File: src/rtl/ioctl_router_pkg.sv
// Shared types and limits for the ioctl download router.
package ioctl_router_pkg;

  localparam int MAX_NREG  = 8;
  localparam int RGN_IDX_W = 3;
  localparam int MAX_OFS_W = 32;
  localparam int DROP_W    = 16;

  typedef enum logic [1:0] {
    ST_IDLE,
    ST_RUN,
    ST_DRAIN,
    ST_DONE
  } state_t;

  typedef struct packed {
    logic [RGN_IDX_W-1:0] region;
    logic [MAX_OFS_W-1:0] ofs;
    logic [7:0]           data;
  } rgn_entry_t;

endpackage

File: src/rtl/ioctl_fifo.sv
// Small synchronous FIFO with occupancy count; caller guarantees no push when full or pop when empty.
module ioctl_fifo #(
  parameter int DEPTH = 4,
  parameter int WIDTH = 8
) (
  input  logic                       clk_sys,
  input  logic                       reset_n,
  input  logic                       push,
  input  logic [WIDTH-1:0]           wr_data,
  input  logic                       pop,
  output logic [WIDTH-1:0]           rd_data,
  output logic [$clog2(DEPTH+1)-1:0] count
);

  localparam int PTR_W = $clog2(DEPTH);
  localparam int CNT_W = $clog2(DEPTH+1);

  logic [WIDTH-1:0] mem [DEPTH];
  logic [PTR_W-1:0] wr_ptr_reg;
  logic [PTR_W-1:0] rd_ptr_reg;
  logic [CNT_W-1:0] count_reg;

  always_ff @(posedge clk_sys) begin
    if (push) mem[wr_ptr_reg] <= wr_data;
  end

  // DEPTH is a power of two, so pointers wrap naturally.
  always_ff @(posedge clk_sys or negedge reset_n) begin
    if (!reset_n) begin
      wr_ptr_reg <= '0;
      rd_ptr_reg <= '0;
      count_reg  <= '0;
    end else begin
      if (push) wr_ptr_reg <= wr_ptr_reg + 1'b1;
      if (pop)  rd_ptr_reg <= rd_ptr_reg + 1'b1;
      count_reg <= count_reg + CNT_W'(push) - CNT_W'(pop);
    end
  end

  assign rd_data = mem[rd_ptr_reg];
  assign count   = count_reg;

endmodule

File: src/rtl/ioctl_router.sv
// Routes the hps_io download stream to NREG address windows through a FIFO with backpressure.
module ioctl_router
  import ioctl_router_pkg::*;
#(
  parameter int                     NREG   = 2,
  parameter int                     ADDR_W = 25,
  parameter int                     OFS_W  = 20,
  parameter int                     DEPTH  = 4,
  parameter logic [7:0]             INDEX  = 8'd0,
  parameter logic [NREG*ADDR_W-1:0] BASE   = {25'd614400, 25'd0},
  parameter logic [NREG*ADDR_W-1:0] SIZE   = {25'd4096, 25'd614400}
) (
  input  logic              clk_sys,
  input  logic              reset_n,
  input  logic              ioctl_download,
  input  logic              ioctl_wr,
  input  logic [ADDR_W-1:0] ioctl_addr,
  input  logic [7:0]        ioctl_dout,
  input  logic [7:0]        ioctl_index,
  output logic              ioctl_wait,
  output logic [NREG-1:0]   rgn_active,
  output logic [NREG-1:0]   rgn_wr,
  input  logic [NREG-1:0]   rgn_ack,
  output logic [OFS_W-1:0]  rgn_ofs,
  output logic [7:0]        rgn_data,
  output logic              done,
  output logic [DROP_W-1:0] drop_cnt
);

  localparam int CNT_W   = $clog2(DEPTH+1);
  localparam int ENTRY_W = $bits(rgn_entry_t);

  if (NREG < 1 || NREG > MAX_NREG) begin : g_bad_nreg
    $error("ioctl_router: NREG must be 1..%0d", MAX_NREG);
  end
  if (OFS_W > ADDR_W || OFS_W >= MAX_OFS_W) begin : g_bad_ofs_w
    $error("ioctl_router: OFS_W too wide");
  end

  logic [NREG-1:0]      hit;
  logic [ADDR_W:0]      diff [NREG];
  logic [RGN_IDX_W-1:0] sel_idx;
  logic [OFS_W-1:0]     sel_ofs;
  logic                 any_hit;

  // addr - base in ADDR_W+1 bits: an address below the base borrows into the MSB and can never be < size.
  for (genvar gi = 0; gi < NREG; gi++) begin : g_decode
    assign diff[gi] = {1'b0, ioctl_addr} - {1'b0, BASE[gi*ADDR_W +: ADDR_W]};
    assign hit[gi]  = diff[gi] < {1'b0, SIZE[gi*ADDR_W +: ADDR_W]};
    if (SIZE[gi*ADDR_W +: ADDR_W] > (64'd1 << OFS_W)) begin : g_size_err
      $error("ioctl_router: region %0d larger than offset range", gi);
    end
  end

  always_comb begin
    sel_idx = '0;
    sel_ofs = '0;
    for (int i = NREG - 1; i >= 0; i--) begin
      if (hit[i]) begin
        sel_idx = RGN_IDX_W'(i);
        sel_ofs = diff[i][OFS_W-1:0];
      end
    end
  end
  assign any_hit = |hit;

  logic             dl_prev_reg, out_valid_reg, wait_reg, done_reg;
  rgn_entry_t       out_entry_reg;
  logic [NREG-1:0]  rgn_active_reg;
  logic [DROP_W-1:0] drop_cnt_reg, drop_cnt_next;
  state_t           state_reg;
  logic [CNT_W-1:0] fifo_count, total, total_next;
  logic [ENTRY_W-1:0] fifo_head;
  rgn_entry_t       entry_in;
  logic             dl_rise, dl_fall, wr_ok, full, push, drop, fire, load;

  assign dl_rise  = ioctl_download & ~dl_prev_reg;
  assign dl_fall  = ~ioctl_download & dl_prev_reg;
  assign wr_ok    = ioctl_wr & ioctl_download & (ioctl_index == INDEX);
  // Occupancy counts the output register as the FIFO head slot.
  assign total    = fifo_count + CNT_W'(out_valid_reg);
  assign full     = total >= CNT_W'(DEPTH);
  assign push     = wr_ok & any_hit & ~full;
  assign drop     = wr_ok & (~any_hit | full);
  assign fire     = |(rgn_wr & rgn_ack);
  assign load     = (fifo_count != '0) & (~out_valid_reg | fire);
  assign total_next = total + CNT_W'(push) - CNT_W'(fire);
  assign entry_in = {sel_idx, MAX_OFS_W'(sel_ofs), ioctl_dout};

  always_comb begin
    drop_cnt_next = dl_rise ? '0 : drop_cnt_reg;
    if (drop && drop_cnt_next != '1) drop_cnt_next = drop_cnt_next + 1'b1;
  end

  ioctl_fifo #(
    .DEPTH(DEPTH),
    .WIDTH(ENTRY_W)
  ) u_fifo (
    .clk_sys(clk_sys),
    .reset_n(reset_n),
    .push   (push),
    .wr_data(entry_in),
    .pop    (load),
    .rd_data(fifo_head),
    .count  (fifo_count)
  );

  always_ff @(posedge clk_sys or negedge reset_n) begin
    if (!reset_n) begin
      dl_prev_reg    <= 1'b0;
      out_valid_reg  <= 1'b0;
      out_entry_reg  <= '0;
      wait_reg       <= 1'b0;
      rgn_active_reg <= '0;
      drop_cnt_reg   <= '0;
      state_reg      <= ST_IDLE;
      done_reg       <= 1'b0;
    end else begin
      dl_prev_reg  <= ioctl_download;
      wait_reg     <= total_next >= CNT_W'(DEPTH - 1);
      drop_cnt_reg <= drop_cnt_next;
      rgn_active_reg <= (dl_rise ? '0 : rgn_active_reg) |
                        (push ? (NREG'(1) << sel_idx) : '0);
      if (load) begin
        out_valid_reg <= 1'b1;
        out_entry_reg <= rgn_entry_t'(fifo_head);
      end else if (fire) begin
        out_valid_reg <= 1'b0;
      end
      done_reg <= 1'b0;
      case (state_reg)
        ST_IDLE:  if (dl_rise) state_reg <= ST_RUN;
        ST_RUN:   if (dl_fall) state_reg <= ST_DRAIN;
        ST_DRAIN: begin
          if (dl_rise) begin
            state_reg <= ST_RUN;
          end else if (total_next == '0) begin
            state_reg <= ST_DONE;
            done_reg  <= 1'b1;
          end
        end
        default:  state_reg <= dl_rise ? ST_RUN : ST_IDLE;
      endcase
    end
  end

  for (genvar gi = 0; gi < NREG; gi++) begin : g_wr
    assign rgn_wr[gi] = out_valid_reg & (out_entry_reg.region == RGN_IDX_W'(gi));
  end

  logic unused_ofs_bits;
  assign unused_ofs_bits = ^out_entry_reg.ofs[MAX_OFS_W-1:OFS_W];

  assign rgn_ofs    = out_entry_reg.ofs[OFS_W-1:0];
  assign rgn_data   = out_entry_reg.data;
  assign ioctl_wait = wait_reg;
  assign rgn_active = rgn_active_reg;
  assign done       = done_reg;
  assign drop_cnt   = drop_cnt_reg;

endmodule

File: config.mk
export PLATFORM = sky130hd
export DESIGN_NAME = ioctl_router
export DESIGN_NICKNAME = d
export VERILOG_FILES = /design/src/rtl/ioctl_router_pkg.sv /design/src/rtl/ioctl_fifo.sv /design/src/rtl/ioctl_router.sv
export SDC_FILE = /design/constraint.sdc
export NUM_CORES = 1
export LEC_CHECK = 0
export ABC_AREA = 1
export BUFFER_PORTS_ARGS = -buffer_cell sky130_fd_sc_hd__buf_2
export CAP_MARGIN = 20
export CORE_ASPECT_RATIO = 0.75
export CORE_MARGIN = 2
export CORE_UTILIZATION = 35
export CTS_CLUSTER_DIAMETER = 100
export DETAILED_ROUTE_END_ITERATION = 7
export GPL_ROUTABILITY_DRIVEN = 0
export SLEW_MARGIN = 40
export SYNTH_ARGS = -nofsm -noshare
export SYNTH_HDL_FRONTEND = slang
export SYNTH_SLANG_ARGS = --single-unit
File: constraint.sdc
create_clock -name clk_sys -period 4 [get_ports clk_sys]
set_input_delay 0.6 -clock clk_sys [delete_from_list [all_inputs] [get_ports clk_sys]]
set_output_delay 0.6 -clock clk_sys [all_outputs]
set_load 0.005 [all_outputs]
==> impl_metrics.json, run 1 <==
{
  "clk_pin_slew_ps": 70,
  "setup_viol": 0,
  "fin_worst_skew_ps": 15.58,
  "slew_violations": 0,
  "io_pins": 97,
  "syn_nets": 852,
  "synthFlopType": "edfxtp_1",
  "post-route-period-util_pct": 80.14,
  "drt-total-wl_um": 17610,
  "wl_met1_um": 8705,
  "post_drt_wl_per_cell_um": 14.98,
  "post_cts_resized": 0,
  "tns_ps": 0,
  "antenna_found_initial": 1,
  "finalCriticalPeriod_ps": 3206,
  "dp_hpwl_um": 11350,
  "peakVddDrop_uv": 391.1,
  "grt_pass1_vias": 5169,
  "vias": 5430,
  "grt_usage_pct": 14.83,
  "tightestPinTransition_ps": 674.7,
  "outcome": "completed",
  "hold_viol": 0,
  "area_delta_synth_final_pct": 15.70,
  "leakagePower_nw": 3.887,
  "netlist_instances": 791,
  "grt_setup_unrepaired": "no",
  "post_route_cells_drive_above_1_share_pct": 21.51,
  "fin_ws_ps": 794.3,
  "cts_buffer_depth": 2,
  "ctsHoldBuffers": 0,
  "start_util_pct": 35.39,
  "async_flop_share_pct": 34.09,
  "cts-buffers-inserted": 17,
  "crit_arrival_ps": 3510,
  "grt_pass1_wl_um": 28060,
  "synth-edff-count": 116,
  "viasPerCell": 4.621,
  "critPathKind": "in2reg",
  "h-tree-depth": 4,
  "seq_area_frac_synth_pct": 61.55,
  "largest_reg_flops": 116,
  "nets": 922,
  "cp_max_fo": 3,
  "die_h_um": 135.7,
  "maxSlewHeadroom_pct": 54.62,
  "synth_warnings": 0,
  "final_cells": 1175,
  "cap_violations": 0,
  "worst_hold_path_type": "in2async",
  "power_density_mw_per_mm2": 617.3,
  "final_common_cell": "nor2_1",
  "synth.distinct_cells": 36,
  "wl_met2_um": 7942,
  "cts.sinks": 176,
  "fp-row-count": 48,
  "cts_root_buffer": "clkbuf_16",
  "overflow": 0,
  "met3_length_um": 790,
  "drt_pass1_iterations": 5,
  "ant_nets": 0,
  "syn_area_mm2": 0.008099,
  "post-place-ws_ps": 331.7,
  "ys_ff_latch": 176,
  "layout_common_cells": "187 x nor2_1, 116 x edfxtp_1, 95 x buf_2",
  "drc": 0,
  "dieArea_mm2": 0.02439,
  "clock.fmax_mhz": 311.9,
  "placed_cells": 1142,
  "syn_area_per_cell_um2": 10.24,
  "io_buffers": 96,
  "clk_latency_ps": 420,
  "die_w_um": 179.7,
  "core_mm2": 0.02288,
  "fillers": 2185,
  "post_cts_buffers": 0,
  "cp-start-kind": "input pin",
  "grt_max_degree": 60,
  "cts_tree": "yes",
  "top_layer": "met4",
  "drtIter0Drc": 430,
  "cp-end-kind": "flop",
  "cp_data_required_time_ps": 4310
}
-- critical path: stages --
cell,delay [ps]
buf_2,110
ha_1,280
nor2_1,100
nand2_1,50
nor2_1,100
nand2_1,60
nor2_1,130
nand2_2,90
nor2_4,100
nand3_4,100
nand2_4,100
nand3b_4,80
ha_1,300
inv_1,60
ha_1,130
inv_1,50
fa_1,370
xor2_1,170
xnor2_1,130
inv_1,60
nand3_1,80
o21ai_0,90
a21o_1,160
-- layer usage --
metal	GRT usage, %	vias to the layer above
met4	3.478	0
met5	0	-
met2	23.46	107
met3	3.253	14
met1	20.92	2552
li1	-	2757
-- stage by stage --
stage | power [mW] | instance area (um2) | utilization [%] | hold slack, ps
detailed placement | 4.121 | 8747 | 38.23 | 478.2
global placement | 4.077 | 8745 | 38.22 | 470.2
global route | 6.191 | 9368 | 40.94 | 174.1
finish | 5.784 | 9370 | 40.95 | 133.4
floorplan | 3.714 | 8099 | - | 304.4
CTS | 5.858 | 9368 | 40.94 | 148.1
-- Yosys cell counts, drive strengths merged (3+ instances only) --
| cell | n | area [um2] |
|---|---|---|
| nor2 | 203 | 812.0 |
| clkbuf | 27 | 101.4 |
| xnor2 | 5 | 43.79 |
| o21ai | 64 | 320.3 |
| nand3b | 3 | 35.03 |
| ha | 12 | 150.1 |
| a21oi | 3 | 15.01 |
| dfrtp | 60 | 1501 |
| a31oi | 29 | 181.4 |
| nand2 | 95 | 401.6 |
| nand4 | 20 | 140.1 |
| buf | 34 | 260.2 |
| nand3 | 26 | 177.7 |
| a21boi | 12 | 90.09 |
| inv | 68 | 255.3 |
| edfxtp | 116 | 3483 |
| xor2 | 5 | 43.79 |
-- path summary, 6_finish.rpt --
kind	startpoint	to	slack, ps	cells after the start
max	ioctl_addr[13]	state_reg[0]	790	23
max in group asynchronous	reset_n	rgn_ofs[13]	3230	2
min	reset_n	drop_cnt[13]	130	1
min reg2reg	rgn_active[0]	rgn_active[0]	490	2
max reg2reg	out_valid_reg	state_reg[0]	890	15
min in group clk_sys	ioctl_download	dl_prev_reg	340	1
-- cell type report --
| class | instances | area [um2] | share of cell area, % |
|---|---|---|---|
| inverter | 69 | 259.0 | 2.764 |
| clock buffer | 19 | 432.9 | 4.620 |
| clock inverter | 13 | 187.7 | 2.003 |
| multi-input combinational | 485 | 2524 | 26.93 |
| antenna | 1 | 2.502 | 0.02671 |
| timing repair buffer | 112 | 603.1 | 6.436 |
| sequential | 176 | 4986 | 53.21 |
| tap | 300 | 375.4 | 4.006 |
-- report_power, final --
part           switching [mW]  internal, mW  total (mW)
clock network           0.683          1.05        1.73
registers               0.134          2.15        2.29
logic                    1.11         0.656        1.77
-- cells by family (layout without fill, tap and decap cells) --
family	Yosys count	after routing	share of synthesized area, %
and+or+nand+nor	351	351	19.62
other	0	1	0
adders and majority gates	14	14	2.348
DFF	176	176	61.55
buffers and inverters	130	213	7.663
xor gates and xnor gates	10	10	1.081
AOI/OAI and AO/OA	110	110	7.740
(Power assumes the default switching activity.)
==> run 2: changes to the inputs <==
==> constraint.sdc (replaced) <==
create_clock -name clk_sys -period 3.2 [get_ports clk_sys]
set_input_delay 0.48 -clock clk_sys [delete_from_list [all_inputs] [get_ports clk_sys]]
set_output_delay 0.48 -clock clk_sys [all_outputs]
set_load 0.005 [all_outputs]
==> run 2 against run 1 <==
Against the previous run: clock power is 17% higher; highest routed layer unchanged; die area stayed put; routed wire length is 4.1% higher; non-clock buffer count is 25 higher.
==> impl_metrics.json, run 2 (synthesis gave the netlist of run 1 again) <==
{
  "p_seq_share_pct": 40.3,
  "slowest_stage": "fa_2",
  "post-route-period-util_pct": 90.67,
  "cp_max_fo": 3,
  "finalCriticalPeriod_ps": 2901,
  "nets": 947,
  "drt_pass1_iterations": 5,
  "drtIter0Drc": 335,
  "post_drt_wl_per_cell_um": 15.28,
  "cts.sinks": 176,
  "final_common_cell": "nor2_1",
  "area_delta_synth_final_pct": 18.06,
  "setup_viol": 0,
  "leakagePower_nw": 3.996,
  "cp-start-kind": "input pin",
  "critPathKind": "in2reg",
  "power_mw": 7.164,
  "vias": 5605,
  "cp_cell_sequence": "buf_2, ha_1, nor2_1, nand2_1, nor2_1, nand2_1, nor2_1, nand2_2, nor2_4, nand3_4, nand2_4, nand3b_4, ha_4, inv_1, ha_1, inv_1, fa_2, xor2_1, xnor2_1, inv_1, nand3_1, o21ai_0, a21o_1",
  "ctsHoldBuffers": 0,
  "worstReg2RegStart": "out_valid_reg",
  "post_cts_buffers": 0,
  "slew_violations": 0,
  "use_met3_pct": 4.220,
  "rr_endpoint": "state_reg[0]",
  "outcome": "completed",
  "layout_common_cells": "186 x nor2_1, 116 x edfxtp_1, 96 x buf_2",
  "ant_nets": 0,
  "busiest_layer": "met2",
  "grt_usage_pct": 15.73,
  "cts_root_buffer": "clkbuf_16",
  "cts-buffers-inserted": 17,
  "fin_worst_skew_ps": 11.86,
  "clockPowerShare_pct": 28.3,
  "power.internal_mw": 4.712,
  "post_cts_resized": 0,
  "use_met2_pct": 24.24,
  "cpLargestDelayFamily": "adder cells",
  "drc": 0,
  "core_mm2": 0.02288,
  "clk_latency_ps": 430,
  "dieArea_mm2": 0.02439,
  "overflow": 0,
  "largest_reg_flops": 116,
  "cp-end-kind": "flop",
  "worst_hold_path_type": "in2async",
  "cp_data_required_time_ps": 3510,
  "grt_max_degree": 60,
  "r2r_slack_ps": 380,
  "fin_util_pct": 41.79,
  "reg2regPathDepth": 15,
  "grt_setup_unrepaired": "no",
  "die_h_um": 135.7,
  "clock.fmax_mhz": 344.7,
  "crit_arrival_ps": 3220,
  "post_route_cells_drive_above_1_share_pct": 24.14,
  "cts_buffer_depth": 2,
  "cts_tree": "yes",
  "met1_usage_pct": 22.16,
  "hold_viol": 0,
  "max_stage_delay_ps": 330,
  "drt-total-wl_um": 18330,
  "start_util_pct": 35.39,
  "clk_pin_slew_ps": 70,
  "maxSlewHeadroom_pct": 57.09,
  "fp-row-count": 48,
  "die_w_um": 179.7,
  "p_switching_mw": 2.452,
  "antenna_found_initial": 1,
  "tightestPinTransition_ps": 643.7,
  "power_density_mw_per_mm2": 749.2,
  "io_buffers": 96,
  "h-tree-depth": 4,
  "grt_pass1_wl_um": 29560,
  "viasPerCell": 4.671,
  "io_pins": 97,
  "critical_path_buf_inv_count": 4,
  "cap_violations": 0,
  "switching_share_pct": 34.23,
  "dp_hpwl_um": 12070,
  "grt_pass1_vias": 5448,
  "p_comb_share_pct": 31.4,
  "peakVddDrop_uv": 392.0
}
[run 2: cell count changes in the layout (fill, tap and decap cells not counted), sizes merged]
cell    before  now
buf        112  137
bufinv       4    2
clkinv       8    6
inv         69   73
[run 2: metrics by stage]
step / std cells / cell area (um2) / worst slack, ps / hold slack, ps / TNS, ps
6_report: 1200 / 9562 / 298.6 / 69.50 / 0
4_1_cts: 1199 / 9538 / 183.3 / 95.62 / 0
3_5_place_dp: 1167 / 8970 / -262.5 / 474.0 / -342.7
2_1_floorplan: 791 / 8099 / -96.55 / 184.4 / -11240
3_3_place_gp: 1167 / 8970 / -208.5 / 465.6 / -233.0
5_1_grt: 1199 / 9559 / 25.29 / 105.1 / 0
[run 2: power groups by stage]
stage | registers, mW | clock network (mW) | logic, mW
floorplan | 2.84 | 0 | 1.80
CTS | 2.89 | 2.06 | 2.29
finish | 2.88 | 2.03 | 2.25
global route | 2.93 | 2.17 | 2.62
global placement | 2.93 | 0 | 2.23
detailed placement | 2.94 | 0 | 2.27
[run 2: layer usage]
metal	vias to the layer above	wire, um
met5	-	0
met4	0	172
met3	12	830
met2	120	8336
met1	2660	8991
li1	2813	-
[run 2: worst max path at each step]
stage | startpoint | to | slack (ps) | cells after the start
after floorplan | ioctl_addr[13] | u_fifo.mem[0][0] | -100 | 12
after global placement | ioctl_addr[13] | state_reg[0] | -210 | 23
after detailed placement | ioctl_addr[13] | state_reg[0] | -260 | 23
after CTS | ioctl_addr[13] | state_reg[0] | 180 | 23
after global routing | ioctl_addr[13] | state_reg[0] | 30 | 23
final | ioctl_addr[13] | state_reg[0] | 300 | 23
[run 2: layout make-up]
cell class	count	area, um2
Inverter	69	259.0
Clock buffer	19	432.9
Fill cell	2190	13320
Tap cell	300	375.4
Antenna cell	1	2.502
Clock inverter	13	135.1
Multi-Input combinational cell	485	2545
Timing Repair Buffer	137	825.8
Sequential cell	176	4986
